File: src/rtl/attn_token_loader_pkg.sv
// attn_pkg: shared state encoding, default geometry and counter width helper for the token loader
package attn_pkg;

    typedef enum logic {
        FILL    = 1'b0,
        PRESENT = 1'b1
    } state_t;

    localparam int DEF_DATA_WIDTH = 16;
    localparam int DEF_TOKEN_DIM  = 4;
    localparam int DEF_TOKEN_NUM  = 8;

    // a single-token frame still needs a one-bit counter to keep ports legal
    function automatic int cnt_w(input int n);
        return (n > 1) ? $clog2(n) : 1;
    endfunction

endpackage

File: src/rtl/attn_token_loader_if.sv
// attn_token_loader_if: upstream token-row stream (valid/ready handshake plus Q/K/V row payload)
interface attn_token_loader_if
    import attn_pkg::*;
#(
    parameter int DATA_WIDTH = DEF_DATA_WIDTH,
    parameter int TOKEN_DIM  = DEF_TOKEN_DIM
);
    logic                            in_valid;
    logic                            in_ready;
    logic                            in_first;
    logic [DATA_WIDTH*TOKEN_DIM-1:0] in_q;
    logic [DATA_WIDTH*TOKEN_DIM-1:0] in_k;
    logic [DATA_WIDTH*TOKEN_DIM-1:0] in_v;

    modport master (output in_valid, in_first, in_q, in_k, in_v, input in_ready);
    modport slave  (input in_valid, in_first, in_q, in_k, in_v, output in_ready);

endinterface

File: src/rtl/attn_token_loader_row_bank.sv
// attn_row_bank: TOKEN_NUM registered rows, one row written per cycle at the given address
module attn_row_bank #(
    parameter int ROW_W     = 64,
    parameter int TOKEN_NUM = 8,
    parameter int ADDR_W    = 3
) (
    input  logic                       clk,
    input  logic                       rst_n,
    input  logic                       we,
    input  logic [ADDR_W-1:0]          addr,
    input  logic [ROW_W-1:0]           din,
    output logic [ROW_W*TOKEN_NUM-1:0] rows
);

    for (genvar g = 0; g < TOKEN_NUM; g++) begin : g_row
        logic [ROW_W-1:0] r;
        // each slot only changes when addressed; other slots keep the previous frame
        always_ff @(posedge clk or negedge rst_n) begin
            if (!rst_n) r <= '0;
            else if (we && addr == ADDR_W'(g)) r <= din;
        end
        assign rows[g*ROW_W +: ROW_W] = r;
    end

endmodule

File: src/rtl/attn_token_loader.sv
// attn_token_loader: collects token rows into full Q/K/V frames and presents each frame until consumed
module attn_token_loader
    import attn_pkg::*;
#(
    parameter int DATA_WIDTH = DEF_DATA_WIDTH,
    parameter int TOKEN_DIM  = DEF_TOKEN_DIM,
    parameter int TOKEN_NUM  = DEF_TOKEN_NUM
) (
    input  logic                                      clk,
    input  logic                                      rst_n,
    attn_token_loader_if.slave                        in_row,
    output logic [DATA_WIDTH*TOKEN_DIM*TOKEN_NUM-1:0] Q,
    output logic [DATA_WIDTH*TOKEN_DIM*TOKEN_NUM-1:0] K,
    output logic [DATA_WIDTH*TOKEN_DIM*TOKEN_NUM-1:0] V,
    output logic                                      out_valid,
    input  logic                                      out_ready,
    output logic                                      frame_err
);

    localparam int RW = DATA_WIDTH * TOKEN_DIM;
    localparam int CW = cnt_w(TOKEN_NUM);

    state_t          state, state_nx;
    logic [CW-1:0]   row_cnt, row_cnt_nx, wr_addr;
    logic            xfer, restart, last, frame_err_nx;

    assign in_row.in_ready = (state == FILL);
    assign out_valid       = (state == PRESENT);

    // next-state logic: a restart takes priority over completing the frame
    always_comb begin
        xfer         = in_row.in_valid && state == FILL;
        restart      = xfer && in_row.in_first && row_cnt != '0;
        last         = xfer && !restart && row_cnt == CW'(TOKEN_NUM - 1);
        wr_addr      = restart ? '0 : row_cnt;
        row_cnt_nx   = restart ? CW'(1) : last ? '0 : xfer ? row_cnt + 1'b1 : row_cnt;
        state_nx     = (state == FILL) ? (last ? PRESENT : FILL) : (out_ready ? FILL : PRESENT);
        frame_err_nx = frame_err | restart;
    end

    // state, row counter and sticky error register
    always_ff @(posedge clk or negedge rst_n) begin
        if (!rst_n) begin
            state     <= FILL;
            row_cnt   <= '0;
            frame_err <= 1'b0;
        end else begin
            state     <= state_nx;
            row_cnt   <= row_cnt_nx;
            frame_err <= frame_err_nx;
        end
    end

    attn_row_bank #(.ROW_W(RW), .TOKEN_NUM(TOKEN_NUM), .ADDR_W(CW)) u_q (
        .clk(clk), .rst_n(rst_n), .we(xfer), .addr(wr_addr), .din(in_row.in_q), .rows(Q)
    );

    attn_row_bank #(.ROW_W(RW), .TOKEN_NUM(TOKEN_NUM), .ADDR_W(CW)) u_k (
        .clk(clk), .rst_n(rst_n), .we(xfer), .addr(wr_addr), .din(in_row.in_k), .rows(K)
    );

    attn_row_bank #(.ROW_W(RW), .TOKEN_NUM(TOKEN_NUM), .ADDR_W(CW)) u_v (
        .clk(clk), .rst_n(rst_n), .we(xfer), .addr(wr_addr), .din(in_row.in_v), .rows(V)
    );

endmodule

File: src/flat_wrapper.sv
// flat-port wrapper written by rule: the top's interface ports become plain ports
module attn_token_loader_flat import attn_pkg::*;
#(
    parameter int DATA_WIDTH = DEF_DATA_WIDTH,
    parameter int TOKEN_DIM  = DEF_TOKEN_DIM,
    parameter int TOKEN_NUM  = DEF_TOKEN_NUM
)
  (clk, rst_n, Q, K, V, out_valid, out_ready, frame_err, in_row_in_valid, in_row_in_first, in_row_in_q, in_row_in_k, in_row_in_v, in_row_in_ready);
  attn_token_loader_if #(.DATA_WIDTH(DATA_WIDTH), .TOKEN_DIM(TOKEN_DIM)) in_row_i ();
  input  logic clk;
  input  logic rst_n;
  output logic [DATA_WIDTH*TOKEN_DIM*TOKEN_NUM-1:0] Q;
  output logic [DATA_WIDTH*TOKEN_DIM*TOKEN_NUM-1:0] K;
  output logic [DATA_WIDTH*TOKEN_DIM*TOKEN_NUM-1:0] V;
  output logic out_valid;
  input  logic out_ready;
  output logic frame_err;
  input wire logic [$bits(in_row_i.in_valid)-1:0] in_row_in_valid;
  input wire logic [$bits(in_row_i.in_first)-1:0] in_row_in_first;
  input wire logic [$bits(in_row_i.in_q)-1:0] in_row_in_q;
  input wire logic [$bits(in_row_i.in_k)-1:0] in_row_in_k;
  input wire logic [$bits(in_row_i.in_v)-1:0] in_row_in_v;
  output wire logic [$bits(in_row_i.in_ready)-1:0] in_row_in_ready;
  assign in_row_i.in_valid = in_row_in_valid;
  assign in_row_i.in_first = in_row_in_first;
  assign in_row_i.in_q = in_row_in_q;
  assign in_row_i.in_k = in_row_in_k;
  assign in_row_i.in_v = in_row_in_v;
  assign in_row_in_ready = in_row_i.in_ready;
  attn_token_loader #(.DATA_WIDTH(DATA_WIDTH), .TOKEN_DIM(TOKEN_DIM), .TOKEN_NUM(TOKEN_NUM)) u_core (.clk(clk), .rst_n(rst_n), .in_row(in_row_i), .Q(Q), .K(K), .V(V), .out_valid(out_valid), .out_ready(out_ready), .frame_err(frame_err));
endmodule
File: config.mk
export PLATFORM = sky130hd
export DESIGN_NAME = attn_token_loader_flat
export DESIGN_NICKNAME = d
export VERILOG_FILES = /design/src/rtl/attn_token_loader_pkg.sv /design/src/rtl/attn_token_loader_if.sv /design/src/rtl/attn_token_loader_row_bank.sv /design/src/rtl/attn_token_loader.sv /design/src/flat_wrapper.sv
export SDC_FILE = /design/constraint.sdc
export NUM_CORES = 2
export LEC_CHECK = 0
export ABC_AREA = 1
export BUFFER_PORTS_ARGS = -buffer_cell sky130_fd_sc_hd__buf_4
export CORE_AREA = 2 2 685 687
export CTS_CLUSTER_SIZE = 10
export DETAILED_ROUTE_END_ITERATION = 6
export DIE_AREA = 0 0 687 689
export GPL_TIMING_DRIVEN = 0
export SKIP_CTS_REPAIR_TIMING = 1
export SYNTH_ARGS = -nofsm -noshare
export SYNTH_HDL_FRONTEND = slang
export SYNTH_SLANG_ARGS = --single-unit
File: constraint.sdc
create_clock -name clk -period 2.6 [get_ports clk]
set_clock_uncertainty 0.15 [all_clocks]
set_input_delay 0.26 -clock clk [delete_from_list [all_inputs] [get_ports clk]]
set_output_delay 0.26 -clock clk [all_outputs]
set_load 0.02 [all_outputs]
Word level (Yosys, flattened, before mapping)
Cells that the tools add are included.
- add/subtract/negate cells: 1
- eq/ne operators: 8
- multiplexer cells: 7
- bitwise logic cells: 2
- reductions and logical operators: 17
- operators by type and width (kind ; count):
    3-bit == test (second input constant) ; 5
    1-bit logical AND ; 13
    3-bit two-way mux ; 4
    3-bit by 2-bit == test with 1-bit output (second input constant) ; 2
    3-bit nonzero test ; 2
    3-bit by 1-bit adder with 3-bit output (second input constant) ; 1
    3-bit by 1-bit == test with 1-bit output (second input constant) ; 1
    3-bit logical NOT ; 1
    1-bit two-way mux ; 3
    1-bit logical NOT ; 1
    1-bit inverter ; 1
    1-bit bitwise OR ; 1
- register bits: 1541

Depth between registers and ports, before layout
- depth in word-level cells: 9
- depth in mapped cells: 12
- gate-level depth less buffers: 8

By module
Synthesis repeated with hierarchy kept, for this count alone.
- cell total of the unflattened synthesis: 6836
- area, all modules: 60096.4 um^2
- modules (own cells, without submodules) (module ; instances ; cells each ; area an instance (um^2) ; sequential area each (um^2)):
    attn_row_bank ; 3 ; 2267 ; 19936.6 ; 12812.3
    attn_token_loader ; 1 ; 35 ; 286.5 ; 125.1

Least setup slack after synthesis
Ideal clock, no wire load.
- kind: register to register
- start: reg u_core.row_cnt[0]
- end: reg u_core.u_k.g_row[2].r[10]
- library setup time: 67 ps
- arrival time: 2100 ps
- required time: 2383 ps
- path slack: 284 ps
- stages on the path, launching flop included: 13
- buffers on the path: 4
- clock period less this slack: 2316 ps
- cells stage by stage: dfrtp_1 > buf_2 > inv_2 > clkbuf_1 > ha_1 > inv_1 > nor2_1 > nor2_1 > nor2_2 > buf_2 > buf_1 > nand4_1 > nand2_1
- longest elaborated chain between the ends: 5
- ends and longest elaborated chain (what ; RTL line ; text):
    start, declared ; attn_token_loader.sv:24 ; logic [CW-1:0] row_cnt, row_cnt_nx, wr_addr;
    start signal, assigned ; attn_token_loader.sv:49 ; row_cnt <= row_cnt_nx;
    3-bit nonzero test ; attn_token_loader.sv:33 ; restart = xfer && in_row.in_first && row_cnt != '0;
    1-bit logical AND ; attn_token_loader.sv:33 ;
    3-bit two-way mux * ; attn_token_loader.sv:35 ; wr_addr = restart ? '0 : row_cnt;
    3-bit by 2-bit == test with 1-bit output * ; attn_token_loader_row_bank.sv:20 ; else if (we && addr == ADDR_W'(g)) r <= din;
    1-bit logical AND * ; attn_token_loader_row_bank.sv:20 ;
    end signal, assigned ; attn_token_loader_row_bank.sv:20 ;
    end, declared ; attn_token_loader_row_bank.sv:16 ; logic [ROW_W-1:0] r;
Every way passes the cells marked *; elsewhere a longest branch is shown, timed or not.
A chain may end at the register's enable or synchronous reset.

Worst setup path after layout
- start: reg u_core.row_cnt[1]
- end: reg u_core.u_q.g_row[1].r[40]
- longest elaborated chain between the ends: 5
- ends and longest elaborated chain (what ; RTL line):
    3-bit nonzero test ; attn_token_loader.sv:33
    1-bit logical AND ; attn_token_loader.sv:33
    3-bit two-way mux * ; attn_token_loader.sv:35
    3-bit by 1-bit == test with 1-bit output * ; attn_token_loader_row_bank.sv:20
    1-bit logical AND * ; attn_token_loader_row_bank.sv:20
    end signal, assigned ; attn_token_loader_row_bank.sv:20
    end, declared ; attn_token_loader_row_bank.sv:16
Marked as above.

==> impl_metrics.ini <==
[grt]
grtUsageTotal = 0.172
antenna_found_initial = 148
grt_max_degree = 178
grt_pass1_vias = 54600
gr-total-overflow = 0
grt_pass1_wl_um = 542000

[drt]
via_per_inst = 3.93
wl_per_cell_um = 28.3
drtAntennaViolNets = 0
initialDrtViolationCount = 7330
drc = 13
wirelength_um = 430000
drtPass1Iterations = 7
vias = 59800

[pwr]
leakage_nw = 47.3
fin_total_pwr_w = 0.130
ir_worst_vdd_uv = 765
powerDensity_mw_per_mm2 = 1440

[status]
failed_checks = design-rule violations, negative hold slack, negative setup slack
outcome = complete, but fails checks

[synth]
synth_seq_area_share = 0.634
synth_area_leader_cell = dfrtp_1
synthArstFlopShare = 1.00
yosysMostFrequentCell = nand2_1
synth_compound_area_frac = 0.000596
synth-simple-area-share = 0.314
synth_xor_area_frac = 0
netlist_top_cells_area = dfrtp_1 (63%), nand2_1 (24%), nand4_1 (6.0%)
synthAdderAreaFrac = 0.000617
synthFlopType = dfrtp_1
ys_types = 19
synth_common_cells = nand2_1 (3,849), dfrtp_1 (1,541), nand4_1 (583)
synth_seq_cells = 1541
synthesis.instances = 6879
synth.avg_cell_area_um2 = 8.85
synth_mux_area_frac = 0
yosysWarnings = 0
synth_top_family_by_area = simple AND/OR/NAND/NOR gates
syn_area_mm2 = 0.0609
synth_fp_nets = 7079
synth_edf_count = 0
synth_top_area_share = 0.634

[placement]
dp_cells = 14600
hpwl_um = 333000
gp_congestion = 0.881
io_buffers = 1543

[floorplanning]
core_mm2 = 0.466
die_h_um = 689
die_area_mm2 = 0.473
io_pins = 1736
rows = 251
dieWidth_um = 687
start_util = 0.131

[setup_path]
crit_path_end_kind = flip-flop
arrival_ps = 3280
cp-start-kind = flip-flop
required_ps = 3260
slowest_delay_ps = 660
crit_top_cell = buf_12
worstSetupPathType = reg2reg
worstPathMaxFanout = 10
critPathBufInv = 5
crit-reg2reg-launch = u_core.row_cnt[1]$_DFFE_PN0P_
cpMaxStageDelayCell = clkbuf_1
crit_chain = clkinv_8 > buf_12 > clkbuf_2 > buf_12 > clkbuf_1 > nand4_1 > nand2_1
critPathTopFamily = buffers and inverters
r2r_end = u_core.u_q.g_row[1].r[40]$_DFFE_PN0P_
rr_worst_depth = 7
r2r_slack_ps = -20

[sta]
setup_viol_count_final = 1
drv_slew = 0
fin_setup_tns_ps = -19.7
holdWs_ps = -864
rsz0062_at_grt = true
slew_headroom = 0.271
hold_violations = 463
min_period_ps = 2620
layout_setup_ws_ps = -19.7
finalCritPeriodShare = 1.01
fmax_mhz = 382
worst_pin_slew_ps = 1090

[finish]
final_nets = 9055
drive_above_1_share = 0.273
stdcell_count = 15200
final.fill_count = 51700
area_growth_pct = 48.4

[clock_tree]
cts_tree = yes
root_buffer = clkbuf_16
clock_sinks = 1541
h-tree-depth = 4
cts_buffer_depth = 4
cts_buffers = 192
clk_pin_slew_ps = 60
clk_latency_ps = 900

[hold_path]
hp-class = in2async

[run]
cap_violations = 0
[worst reg2reg max path: stages, from the launching register on]
cell	delay, ps
dfrtp_2	490
clkinv_8	120
buf_12	130
clkbuf_2	330
buf_12	240
clkbuf_1	750
nand4_1	200
nand2_1	110
[layer usage]
layer	GRT usage	up-vias	share of wire
met1	0.212	29400	0.40
met3	0.0590	867	0.10
met5	0	-	0.00044
li1	-	25800	-
met4	0.0885	28	0.058
met2	0.265	3742	0.44
[final cells by class]
class                      instances  area [µm²]  area share
buffer                           676        4310      0.0477
timing repair buffer            1784       14500       0.161
inverter                          12        70.1    0.000776
sequential                      1541       38600       0.427
multi-input combinational       4648       19300       0.214
clock inverter                    35         510     0.00565
antenna                           72         180     0.00200
tap                             6198        7750      0.0859
clock buffer                     227        5110      0.0566
[power breakdown]
group          switching [W]  internal [W]
Combinational         0.0418        0.0210
Sequential           0.00693        0.0348
Clock                 0.0114        0.0143
[state kept, by name, indices dropped and copies added (netlist names)]
name	cells
u_core.u_q.g_row.r	512
u_core.frame_err	1
u_core.out_valid	1
u_core.row_cnt	3
u_core.u_k.g_row.r	512
u_core.u_v.g_row.r	512
[per-stage QoR]
step                 util  setup slack (ps)  instance area [µm²]
finish              0.194             -19.7                90300
global route        0.193              -149                90200
CTS                 0.186             -3000                86600
detailed placement  0.174             -2980                80900
global placement    0.172            -20180                80200
floorplan               -               284                60900
[worst max path at each step]
stage	start	endpoint	slack, ps	cells after the start
floorplan	u_core.row_cnt[0]$_DFFE_PN0P_	u_core.u_k.g_row[2].r[10]$_DFFE_PN0P_	280	12
global placement	rst_n	u_core.u_v.g_row[1].r[23]$_DFFE_PN0P_	-20180	1
detailed placement	u_core.row_cnt[0]$_DFFE_PN0P_	u_core.u_q.g_row[0].r[36]$_DFFE_PN0P_	-2980	12
CTS	u_core.row_cnt[0]$_DFFE_PN0P_	u_core.u_q.g_row[0].r[57]$_DFFE_PN0P_	-3000	12
global route	u_core.row_cnt[1]$_DFFE_PN0P_	u_core.u_k.g_row[1].r[26]$_DFFE_PN0P_	-150	5
finish	u_core.row_cnt[1]$_DFFE_PN0P_	u_core.u_q.g_row[1].r[40]$_DFFE_PN0P_	-20	7
[layout by cell type (no fill, tap or decap), types with 4 or more instances in the layout]
cell / n
nand2_1: 3844
buf_4: 1594
dfrtp_1: 1540
nand4_1: 583
clkbuf_2: 268
clkbuf_16: 199
nand3_1: 194
dlygate4sd3_1: 186
buf_2: 138
clkbuf_1: 117
diode_2: 72
clkbuf_4: 53
buf_6: 35
buf_12: 33
buf_16: 26
buf_8: 17
clkbuf_8: 13
inv_1: 8
buf_1: 8
clkinv_2: 8
nor2_4: 5
bufinv_16: 5
inv_6: 5
clkinvlp_4: 5
clkinv_8: 4
clkinv_16: 4
[logic make-up (layout without fill, tap and decap cells)]
group,after synthesis,after routing
simple gates,4639,4639
flops,1541,1541
buf+inv,690,2734
compound gates,6,6
fa+ha+maj,3,3
other cells,0,72
Note: power is estimated with default switching activity, not from simulation.
